### src/rtl/raw_stream_tx.sv
// rtl/raw_stream_tx.sv - raw Bayer pixel stream transmitter feeding the ISP filter chain
//
// Purpose:
//   Drains an upstream non-show-ahead pixel FIFO and emits frames of HEIGHT
//   lines. Each line is WIDTH back-to-back pixels on per_raw_data/per_raw_clken,
//   followed by HBLANK idle cycles. VBLANK idle cycles follow the last line of a
//   frame. A line is only started once the FIFO holds the whole line, so a line
//   can never stall half way: downstream line buffers and Bayer phase counters
//   advance on every clken.
//
// Ports:
//   pclk           pixel clock, the only clock
//   rst            synchronous active-high reset
//   enable         start/continue frames; looked at in IDLE and at the end of VBLANK
//   fifo_rdata     FIFO read data, valid the cycle after fifo_rdreq
//   fifo_rdusedw   FIFO fill level in words
//   fifo_empty     FIFO empty flag
//   fifo_rdreq     FIFO read strobe (registered)
//   per_raw_data   pixel to the ISP, holds its last value while clken is low
//   per_raw_clken  pixel valid, exactly WIDTH consecutive cycles per line
//   frame_start    pulse with the clken of pixel 0 of line 0
//   line_end       pulse with the clken of pixel WIDTH-1 of every line
//   busy           low only while the FSM is in IDLE
//   underflow_err  sticky, set when a read is issued against an empty FIFO
//
// Build option:
//   RAW_TX_FLUSH_EN  when defined, two lines of WIDTH zero pixels (no FIFO reads,
//                    no level wait) follow the last active line of every frame so
//                    that 5x5 line-buffer filters downstream flush their last rows.

module raw_stream_tx #(
    parameter int BITS   = 8,
    parameter int WIDTH  = 1936,
    parameter int HEIGHT = 1096,
    parameter int HBLANK = 64,
    parameter int VBLANK = 1024,
    parameter int LVLW   = 13
) (
    input  logic            pclk,
    input  logic            rst,
    input  logic            enable,
    input  logic [BITS-1:0] fifo_rdata,
    input  logic [LVLW-1:0] fifo_rdusedw,
    input  logic            fifo_empty,
    output logic            fifo_rdreq,
    output logic [BITS-1:0] per_raw_data,
    output logic            per_raw_clken,
    output logic            frame_start,
    output logic            line_end,
    output logic            busy,
    output logic            underflow_err
);

`ifdef RAW_TX_FLUSH_EN
    localparam int FLUSH_LINES = 2;
`else
    localparam int FLUSH_LINES = 0;
`endif

    localparam int TOTAL_LINES = HEIGHT + FLUSH_LINES;

    localparam int PIX_W  = (WIDTH > 1)       ? $clog2(WIDTH)       : 1;
    localparam int HB_W   = (HBLANK > 1)      ? $clog2(HBLANK)      : 1;
    localparam int VB_W   = (VBLANK > 1)      ? $clog2(VBLANK)      : 1;
    localparam int LINE_W = (TOTAL_LINES > 1) ? $clog2(TOTAL_LINES) : 1;

    localparam logic [PIX_W-1:0]  PIX_LAST  = PIX_W'(WIDTH - 1);
    localparam logic [HB_W-1:0]   HB_LAST   = HB_W'(HBLANK - 1);
    localparam logic [VB_W-1:0]   VB_LAST   = VB_W'(VBLANK - 1);
    localparam logic [LINE_W-1:0] LINE_LAST = LINE_W'(TOTAL_LINES - 1);
    localparam logic [LVLW-1:0]   LVL_NEED  = LVLW'(WIDTH);

`ifdef RAW_TX_FLUSH_EN
    // Last line that reads the FIFO; every later line of the frame is a flush line.
    localparam logic [LINE_W-1:0] LINE_ACT_LAST = LINE_W'(HEIGHT - 1);
`endif

    typedef enum logic [2:0] {
        S_IDLE,
        S_WAIT,
        S_ACTIVE,
        S_HBLANK,
        S_VBLANK
    } state_t;

    state_t              state_q;
    logic [PIX_W-1:0]    pix_cnt_q;
    logic [LINE_W-1:0]   line_cnt_q;
    logic [HB_W-1:0]     hb_cnt_q;
    logic [VB_W-1:0]     vb_cnt_q;
    logic                rdreq_q;
    logic                flush_q;
    logic                busy_q;

    // Output stage, one cycle behind the ACTIVE (issue) cycles.
    logic                clken_q;
    logic                zero_q;
    logic                frame_start_q;
    logic                line_end_q;
    logic [BITS-1:0]     hold_q;
    logic                underflow_q;

    logic                level_ok;
    logic                issue;

    // A line may start only when every one of its pixels is already buffered.
    assign level_ok = (fifo_rdusedw >= LVL_NEED);

    // Every ACTIVE cycle produces one pixel on the next cycle.
    assign issue = (state_q == S_ACTIVE);

    // The FIFO's own output register is the pixel register stage: the word read
    // with rdreq appears on fifo_rdata in the same cycle clken rises. Between
    // lines the last emitted pixel is held rather than zeroed.
    assign per_raw_data  = !clken_q ? hold_q : (zero_q ? '0 : fifo_rdata);
    assign per_raw_clken = clken_q;
    assign frame_start   = frame_start_q;
    assign line_end      = line_end_q;
    assign fifo_rdreq    = rdreq_q;
    assign busy          = busy_q;
    assign underflow_err = underflow_q;

    always_ff @(posedge pclk) begin
        if (rst) begin
            state_q       <= S_IDLE;
            pix_cnt_q     <= '0;
            line_cnt_q    <= '0;
            hb_cnt_q      <= '0;
            vb_cnt_q      <= '0;
            rdreq_q       <= 1'b0;
            flush_q       <= 1'b0;
            busy_q        <= 1'b0;
            clken_q       <= 1'b0;
            zero_q        <= 1'b0;
            frame_start_q <= 1'b0;
            line_end_q    <= 1'b0;
            hold_q        <= '0;
            underflow_q   <= 1'b0;
        end else begin
            clken_q       <= issue;
            zero_q        <= issue & flush_q;
            frame_start_q <= issue && (pix_cnt_q == '0) && (line_cnt_q == '0) && !flush_q;
            line_end_q    <= issue && (pix_cnt_q == PIX_LAST);
            hold_q        <= per_raw_data;
            underflow_q   <= underflow_q | (rdreq_q & fifo_empty);

            case (state_q)
                S_IDLE: begin
                    if (enable) begin
                        state_q    <= S_WAIT;
                        line_cnt_q <= '0;
                        busy_q     <= 1'b1;
                    end
                end

                S_WAIT: begin
                    if (level_ok) begin
                        state_q   <= S_ACTIVE;
                        pix_cnt_q <= '0;
                        rdreq_q   <= 1'b1;
                        flush_q   <= 1'b0;
                    end
                end

                S_ACTIVE: begin
                    if (pix_cnt_q == PIX_LAST) begin
                        state_q  <= S_HBLANK;
                        rdreq_q  <= 1'b0;
                        hb_cnt_q <= '0;
                    end else begin
                        pix_cnt_q <= pix_cnt_q + PIX_W'(1);
                    end
                end

                // The first HBLANK cycle is the first cycle with rdreq low. On the
                // last blank cycle the level check of WAIT is folded in, so a line
                // whose data is already buffered follows after exactly HBLANK idle
                // cycles; WAIT is only entered when the FIFO is short.
                S_HBLANK: begin
                    if (hb_cnt_q == HB_LAST) begin
                        if (line_cnt_q == LINE_LAST) begin
                            state_q  <= S_VBLANK;
                            vb_cnt_q <= '0;
                            flush_q  <= 1'b0;
                        end else begin
                            line_cnt_q <= line_cnt_q + LINE_W'(1);
                            pix_cnt_q  <= '0;
`ifdef RAW_TX_FLUSH_EN
                            if (line_cnt_q >= LINE_ACT_LAST) begin
                                state_q <= S_ACTIVE;
                                flush_q <= 1'b1;
                            end else
`endif
                            if (level_ok) begin
                                state_q <= S_ACTIVE;
                                rdreq_q <= 1'b1;
                                flush_q <= 1'b0;
                            end else begin
                                state_q <= S_WAIT;
                            end
                        end
                    end else begin
                        hb_cnt_q <= hb_cnt_q + HB_W'(1);
                    end
                end

                S_VBLANK: begin
                    if (vb_cnt_q == VB_LAST) begin
                        if (enable) begin
                            state_q    <= S_WAIT;
                            line_cnt_q <= '0;
                        end else begin
                            state_q <= S_IDLE;
                            busy_q  <= 1'b0;
                        end
                    end else begin
                        vb_cnt_q <= vb_cnt_q + VB_W'(1);
                    end
                end

                default: begin
                    state_q <= S_IDLE;
                    busy_q  <= 1'b0;
                    rdreq_q <= 1'b0;
                end
            endcase
        end
    end

endmodule
### config.mk
export PLATFORM = sky130hd
export DESIGN_NAME = raw_stream_tx
export DESIGN_NICKNAME = d
export VERILOG_FILES = /design/src/rtl/raw_stream_tx.sv
export SDC_FILE = /design/constraint.sdc
export NUM_CORES = 1
export LEC_CHECK = 0
export BUFFER_PORTS_ARGS = -buffer_cell sky130_fd_sc_hd__clkbuf_2
export CAP_MARGIN = 20
export CORE_MARGIN = 3
export CORE_UTILIZATION = 40
export CTS_CLUSTER_DIAMETER = 200
export DETAILED_ROUTE_END_ITERATION = 6
export PLACE_DENSITY = 0.64
export SYNTH_ARGS = -nofsm -noshare
export SYNTH_HDL_FRONTEND = slang
export SYNTH_SLANG_ARGS = --single-unit
### constraint.sdc
create_clock -name pclk -period 5.6 [get_ports pclk]
set_clock_uncertainty 0.1 [all_clocks]
set_input_delay 0.56 -clock pclk [delete_from_list [all_inputs] [get_ports pclk]]
set_output_delay 0.56 -clock pclk [all_outputs]
set_load 0.01 [all_outputs]
# After elaboration in Yosys (flattened, before gate mapping)
# Cells that the tools add are included.
# totals
regBits	57
output_inout_bits	14
# op_classes
n_addsub	4
n_lt_le_gt_ge	1
eq_ne	19
mux	41
bitwise	5
n_reduce_logical	23
# ops
op	count
$mux 11	8
$pmux 11 s3	2
$mux 10	3
$add 11x1->11 const B	2
$eq 11x11->1 const B	2
$logic_not 11->1	2
$ne 2x2->1 const B	10
$pmux 10 s2	1
$mux 3	6
$mux 8	2
$reduce_and 4->1	4
$pmux 3 s5	1
$ge 13x11->1 const B	1
$mux 6	2
$pmux 6 s2	1
$mux 1	11
$add 10x1->10 const B	1
$eq 10x10->1 const B	1
$reduce_and 5->1	2
$add 6x1->6 const B	1
$eq 3x2->1 const B	2
$eq 6x6->1 const B	1
$reduce_bool 2->1	3
$reduce_bool 3->1	2
other kinds (17)	22

# Logic depth before layout (Yosys ltp)
# Gate-level depths: netlist of the first run.
# logic_depth
ltp_word	5
depth_mapped	8
ltp_nobuf	6

# Worst setup path before layout of the first run
# OpenSTA, ideal clock, no wires.
# synth_timing
path_kind	register -> register
from	register vb_cnt_q[0]
to	register vb_cnt_q[0]
arrival_ns	1.829
setup_slack_ns	3.548
path_stages_with_launch	9
cell_sequence	dfxtp_1 ha_1 nand3_1 o41ai_4 a21boi_2 buf_6 buf_2 xor2_1 nor2_1
# synth_between
elab_chain_len	3
elab_cells_between_ends	6
# synth_lines
element	line_no	rtl
from (decl)	90	logic [VB_W-1:0] vb_cnt_q;
from (signal assigned)	217	vb_cnt_q <= vb_cnt_q + VB_W'(1);
$add 10x1->10 / $eq 10x10->1 (equally long branches)	217, 208	
$mux 10 / $ne 2x2->1 (equally long branches)	n/a	
$pmux 10 s2 / $reduce_and 4->1 (equally long branches)	n/a	
# Parallel ways exist; a longest one is shown, timed or not. The select of a mux whose other input is x is not followed.
# A chain may end at the register's enable or synchronous reset.

# Final worst setup path of the first run
# layout_timing
from	register state_q[2]
to	register pix_cnt_q[10]
# layout_between
elab_chain_len	3
elab_cells_between_ends	10
# layout_lines
element	line_no	rtl
from (decl)	86	state_t state_q;
from (signal assigned)	125	state_q <= S_IDLE;
from (signal assigned)	150	state_q <= S_WAIT;
from (signal assigned)	158	state_q <= S_ACTIVE;
$eq 3x2->1 / $eq 3x1->1 (equally long branches)	147	case (state_q)
$ne 2x2->1 (no source line) / $reduce_bool 3->1 (equally long branches)	n/a	
$reduce_and 5->1 (no source line)	n/a	
to (signal assigned)	171	pix_cnt_q <= pix_cnt_q + PIX_W'(1);
to (decl)	87	logic [PIX_W-1:0] pix_cnt_q;
# Parallel ways exist; a longest one is shown, timed or not.

==> impl_metrics.ini, run 1 <==
[synthesis]
synthCells = 354
ys_seq_area_share_pct = 38.5
ys_ff_latch = 57
syn_area_per_cell_sq_um = 8.36
synth_fp_nets = 385
syn_area_sq_mm = 0.00296
synth_edf_count = 0
synth_ff_type = dfxtp_1
ys_types = 57
async_reset_ff_share_pct = 0
ys_warn_count = 0

[setup_path]
r2r_start = state_q[2]
crit_path_start_kind = register
path_class = register to register
r2r_cells = 5
ff2ff_setup_slack_ns = 2.99
cp.arrival_ns = 2.70
critPathMaxFanout = 17
cp-end-kind = register
reg2reg_to = pix_cnt_q[10]
critPathRequiredTime_ns = 5.69

[pwr]
powerDensity_mw_per_mm2 = 334
p_leak_nw = 1.22
vdd_drop_max_mv = 0.116

[min_path]
hold-path-endpoint = underflow_err
hold_class = input pin to register
worstHoldStart = fifo_empty
holdPathStages = 3

[place]
hpwl_mm = 4.70
gp_congestion = 0.872
port_buffers = 34
preCtsSetupSlack_ns = 3.04
place_area_sq_mm = 0.00317

[cells_and_area]
final_area_sq_mm = 0.00337
n_fill_cell = 697
area_delta_synth_final_pct = 13.8
drive_above_1_share_pct = 16.7
diodes = 0
finalNetCount = 417

[sta]
finalSetupViolCount = 0
slew-limit-headroom_pct = 41.4
finalSetupTns_ns = 0
fin_crit_ns = 2.61
worst_pin_slew_ns = 0.868
rsz0062_at_grt = false
hold_viol = 0
max_freq_mhz = 383
slew_viol_final = 0
fin_ws_ns = 2.99
min_period_over_period_pct = 46.6

[status]
status = finished, final reports clean

[floorplan]
core_area_sq_mm = 0.00698
io-pin-count = 39
fp.dieH_um = 92.0
dieArea_sq_mm = 0.00847
initial_core_util_pct = 42.4
dieWidth_um = 92.0
rows = 30

[global_route]
grt_pass1_vias = 2418
grt_antenna_before_repair = 0
grt_overflow_total = 0
grt_use_total_pct = 16.5
grt_pass1_wl_mm = 11.2
grt_max_degree = 22

[cts]
clkLatencyLatePin_ns = 0.34
cts_tree = yes
clockBufferDepth = 2
post_cts_buffers = 0
cts-root-buf = clkbuf_8
cts_resized = 0
cts_buffers = 9
numClockSinks = 57
cts_max_level = 3
clk_pin_slew_ns = 0.06
cts_hold_buf = 0

[drt]
drc = 0
drt-total-wl_mm = 6.60
vias = 2648
routedWlPerCell_um = 13.6
first_pass_iters = 5
via_per_inst = 5.45
drtAntennaViolNets = 0
drt_iter0_markers = 151

[flow_run]
drv_cap = 0
-- metrics by stage --
stage / power (W) / utilization [%] / cells / hold WS, ns
after floorplan: 0.000679 / - / 354 / 0.339
after global placement: 0.000743 / 45.5 / 471 / 0.351
after detailed placement: 0.000747 / 45.5 / 471 / 0.370
after CTS: 0.00114 / 48.3 / 486 / 0.334
after global routing: 0.00120 / 48.3 / 486 / 0.360
final: 0.00112 / 48.3 / 486 / 0.353
-- worst max path at each step --
| stage | start | end | slack, ns | depth (start not counted) |
|---|---|---|---|---|
| 2_1_floorplan | vb_cnt_q[0] | vb_cnt_q[0] | 3.55 | 8 |
| 3_5_place_dp | state_q[0] | pix_cnt_q[5] | 3.04 | 5 |
| 3_3_place_gp | state_q[0] | pix_cnt_q[10] | 3.05 | 5 |
| 4_1_cts | state_q[0] | pix_cnt_q[10] | 3.03 | 5 |
| 5_1_grt | state_q[0] | pix_cnt_q[10] | 2.83 | 5 |
| 6_report | state_q[2] | pix_cnt_q[10] | 2.99 | 5 |
-- area by class of cell --
type,count,area [sq um],area share [%]
inverters,20,75.1,2.23
clock inverters,3,40.0,1.19
well taps,96,120,3.56
flip-flops and latches,57,1140,33.9
clock buffers,12,155,4.60
multi-input cells,264,1670,49.5
repair buffers,34,170,5.05
-- metal layers --
| metal | share of wire, % | track usage [%] |
|---|---|---|
| met5 | 0 | 0 |
| met4 | 1.6 | 7.05 |
| met3 | 5.4 | 5.33 |
| met2 | 46 | 25.4 |
| met1 | 47 | 21.2 |
-- cells in the final DEF, fill, tap and decap left out, types with 4 or more instances in the layout --
master     n
and3_1     5
nor2_1    26
or3_1     14
nand2_1   31
o21ai_0   23
nor3_1     7
and4_1     5
and2_1    10
inv_1     20
xor2_1     5
clkbuf_8  11
or2_2      4
a21oi_1   28
clkbuf_2  34
or4_1      5
nand3_1   17
a311oi_1   5
dfxtp_1   57
nand2b_1   4
o21ai_1    6
nand4_1    7
ha_1       6
o31ai_1    5
-- cells in the mapped netlist (5+ instances only) --
| cell | n | share of area [%] |
|---|---|---|
| dfxtp_1 | 57 | 39 |
| nand2_1 | 31 | 3.9 |
| a21oi_1 | 28 | 4.7 |
| nor2_1 | 26 | 3.3 |
| o21ai_0 | 23 | 3.9 |
| inv_1 | 20 | 2.5 |
| nand3_1 | 17 | 2.9 |
| or3_1 | 14 | 3.0 |
| and2_1 | 10 | 2.1 |
| nand4_1 | 7 | 1.5 |
| nor3_1 | 7 | 1.2 |
| ha_1 | 6 | 2.5 |
| o21ai_1 | 6 | 1.0 |
| a311oi_1 | 5 | 1.5 |
| and3_1 | 5 | 1.1 |
| and4_1 | 5 | 1.5 |
| clkbuf_1 | 5 | 0.63 |
| o31ai_1 | 5 | 1.3 |
| or4_1 | 5 | 1.3 |
| xor2_1 | 5 | 1.5 |
-- critical path, cell delays in order, from the launching register on --
cell and delay [ns]:
dfxtp_1 0.68, nand3b_1 0.32, a41oi_1 0.23, or2_1 0.42, nor3_2 0.51, a311oi_1 0.20
-- flip-flops by register name, indices dropped and copies added (netlist names) --
| register | cells |
|---|---|
| line_cnt_q | 11 |
| pix_cnt_q | 11 |
| vb_cnt_q | 10 |
| hold_q | 8 |
| hb_cnt_q | 6 |
| state_q | 3 |
| busy | 1 |
| fifo_rdreq | 1 |
| flush_q | 1 |
| frame_start | 1 |
| line_end | 1 |
| per_raw_clken | 1 |
| underflow_err | 1 |
| zero_q | 1 |
-- power by group --
| group | internal [W] | switching [W] |
|---|---|---|
| sequential | 0.000434 | 0.0000415 |
| clock | 0.000226 | 0.000160 |
| combinational | 0.0000986 | 0.000164 |
-- kinds of logic after synthesis --
| kind of cell | Yosys count | share of synthesized area, % |
|---|---|---|
| buffers and inverters | 33 | 5.11 |
| DFF | 57 | 38.5 |
| adders and majority gates | 6 | 2.54 |
| AOI/OAI and AO/OA | 92 | 20.2 |
| xor gates and xnor gates | 7 | 2.07 |
| muxes | 2 | 0.676 |
| and+or+nand+nor | 157 | 30.9 |
No activity file was read; power rests on OpenSTA's default activity.
==> run 2: changes to the inputs <==
--- a/config.mk
+++ b/config.mk
@@ -11,7 +11,7 @@
 export CORE_UTILIZATION = 40
 export CTS_CLUSTER_DIAMETER = 200
 export DETAILED_ROUTE_END_ITERATION = 6
-export PLACE_DENSITY = 0.64
+export PLACE_DENSITY = 0.66
 export SYNTH_ARGS = -nofsm -noshare
 export SYNTH_HDL_FRONTEND = slang
 export SYNTH_SLANG_ARGS = --single-unit
==> constraint.sdc (replaced) <==
create_clock -name pclk -period 2.1 [get_ports pclk]
set_clock_uncertainty 0.1 [all_clocks]
set_input_delay 0.21 -clock pclk [delete_from_list [all_inputs] [get_ports pclk]]
set_output_delay 0.21 -clock pclk [all_outputs]
set_load 0.01 [all_outputs]
==> run 2 against run 1 <==
Maximum frequency rose by 27%. Total power grew to 3.1 times the previous value. First-iteration DRC count fell by 53%. Sequential power grew to 2.6 times the previous value. Largest cell class unchanged. Largest power group unchanged.
==> impl_metrics.ini, run 2 (synthesis results as in run 1) <==
[sta]
slew-limit-headroom_pct = 74.6
max_freq_mhz = 488
fin_crit_ns = 2.05
rsz0062_at_grt = true
min_period_over_period_pct = 97.5
worst_pin_slew_ns = 0.380
hold_viol = 0
slew_viol_final = 0
finalSetupViolCount = 0
fin_ws_ns = 0.0518
whs_ns = 0.126

[floorplan]
fp.dieH_um = 92.0
dieWidth_um = 92.0
dieArea_sq_mm = 0.00847
initial_core_util_pct = 42.4
core_area_sq_mm = 0.00698
io-pin-count = 39
rows = 30

[pwr]
p_leak_nw = 1.55
switching_share_pct = 31.0
power_w = 0.00345
pwr-share-seq_pct = 36.2
p_int_w = 0.00238
p_sw_w = 0.00107
pwr-share-comb_pct = 29.5
vdd_drop_max_mv = 0.638
powerDensity_mw_per_mm2 = 860
clock_power_share_pct = 34.3

[cts]
cts_buffers = 9
cts-root-buf = clkbuf_8
cts_max_level = 3
clk_pin_slew_ns = 0.07
numClockSinks = 57
clockBufferDepth = 2
clkLatencyLatePin_ns = 0.33
cts_tree = yes

[setup_path]
critPathRequiredTime_ns = 2.26
path_class = register to register
cp.arrival_ns = 2.20
crit_path_start_kind = register
critPathMaxFanout = 10
cp-end-kind = register

[cells_and_area]
most-common-layout-cells = buf_4, dfxtp_1, clkbuf_2
top_regs = line_cnt_q x11, pix_cnt_q x11, vb_cnt_q x10
diodes = 0
final_area_sq_mm = 0.00402
drive_above_1_share_pct = 33.1
n_fill_cell = 649
area_delta_synth_final_pct = 35.6
finalNetCount = 477
layout_commonest_cell = buf_4

[drt]
drc = 0
first_pass_iters = 4
vias = 2957
drt-total-wl_mm = 7.45
via_per_inst = 5.42
routedWlPerCell_um = 13.6
drtAntennaViolNets = 0
drt_iter0_markers = 71

[place]
preCtsSetupSlack_ns = -0.0296
gp_congestion = 0.903
place_area_sq_mm = 0.00358
port_buffers = 34
hpwl_mm = 5.30

[global_route]
grt_pass1_wl_mm = 12.8
grt_overflow_total = 0
grt_pass1_vias = 2823
grt_use_total_pct = 18.5
grt_max_degree = 21
grt_antenna_before_repair = 0

[status]
status = finished, final reports clean

[min_path]
hold_class = input pin to register

[flow_run]
drv_cap = 0
[run 2: cell types whose count changed in the layout (fill, tap and decap cells not counted), moves of 3 or more]
| cell | change |
|---|---|
| ha_1 | -3 |
| buf_6 | +3 |
| dfxtp_1 | -10 |
| buf_4 | +54 |
| dfxtp_2 | +8 |
[run 2: timing repair]
item	CTS	global route
resized for setup	12	25
pin swaps	6	6
endpoints found under the hold margin	1	0
buffers inserted	2	6
endpoints found under the setup margin	8	25
hold buffers	1	0
[run 2: final timing paths]
path | slack (ns) | cells past startpoint | from | endpoint
worst max-delay path | 0.05 | 6 | state_q[0] | line_cnt_q[6]
worst min-delay path | 0.13 | 4 | fifo_rdata[7] | hold_q[7]
worst max register to register | 0.05 | 6 | state_q[0] | line_cnt_q[6]
worst min register to register | 0.37 | 2 | underflow_err | underflow_err
[run 2: routing by layer]
metal	vias up	GRT usage, %	part of all wire [%]
met1	1384	23.7	47
met2	75	30.8	47
met3	10	4.59	5.1
met4	0	5.32	1.2
met5	-	0	0
li1	1488	-	-
[run 2: area by class of cell]
type	instances	area, sq um	share of cell area (%)
clock buffers	13	169	4.21
clock inverters	2	60.1	1.50
inverters	20	75.1	1.87
multi-input cells	264	1770	44.2
flip-flops and latches	57	1160	28.9
well taps	96	120	2.99
repair buffers	94	659	16.4
[run 2: through the flow]
step / utilization, % / setup TNS [ns] / instances
CTS: 55.6 / 0 / 540
global placement: 51.3 / 0 / 522
floorplan: - / 0 / 354
finish: 57.5 / 0 / 546
detailed placement: 51.3 / -0.0356 / 522
global route: 57.5 / -0.0854 / 546
[run 2: worst max-delay path, cell delays in order, from the launching register on]
cell and delay [ns]:
dfxtp_2 0.35, buf_4 0.18, or3b_4 0.42, nand4_2 0.14
nand3_4 0.11, or4_1 0.53, a21oi_1 0.13
[run 2: power groups by stage]
stage / Sequential, W / Clock (W) / Combinational [W]
2_1_floorplan: 0.00124 / 0 / 0.000569
3_3_place_gp: 0.00125 / 0 / 0.000910
3_5_place_dp: 0.00126 / 0 / 0.000929
4_1_cts: 0.00124 / 0.00122 / 0.000955
5_1_grt: 0.00126 / 0.00126 / 0.00112
6_report: 0.00125 / 0.00118 / 0.00102
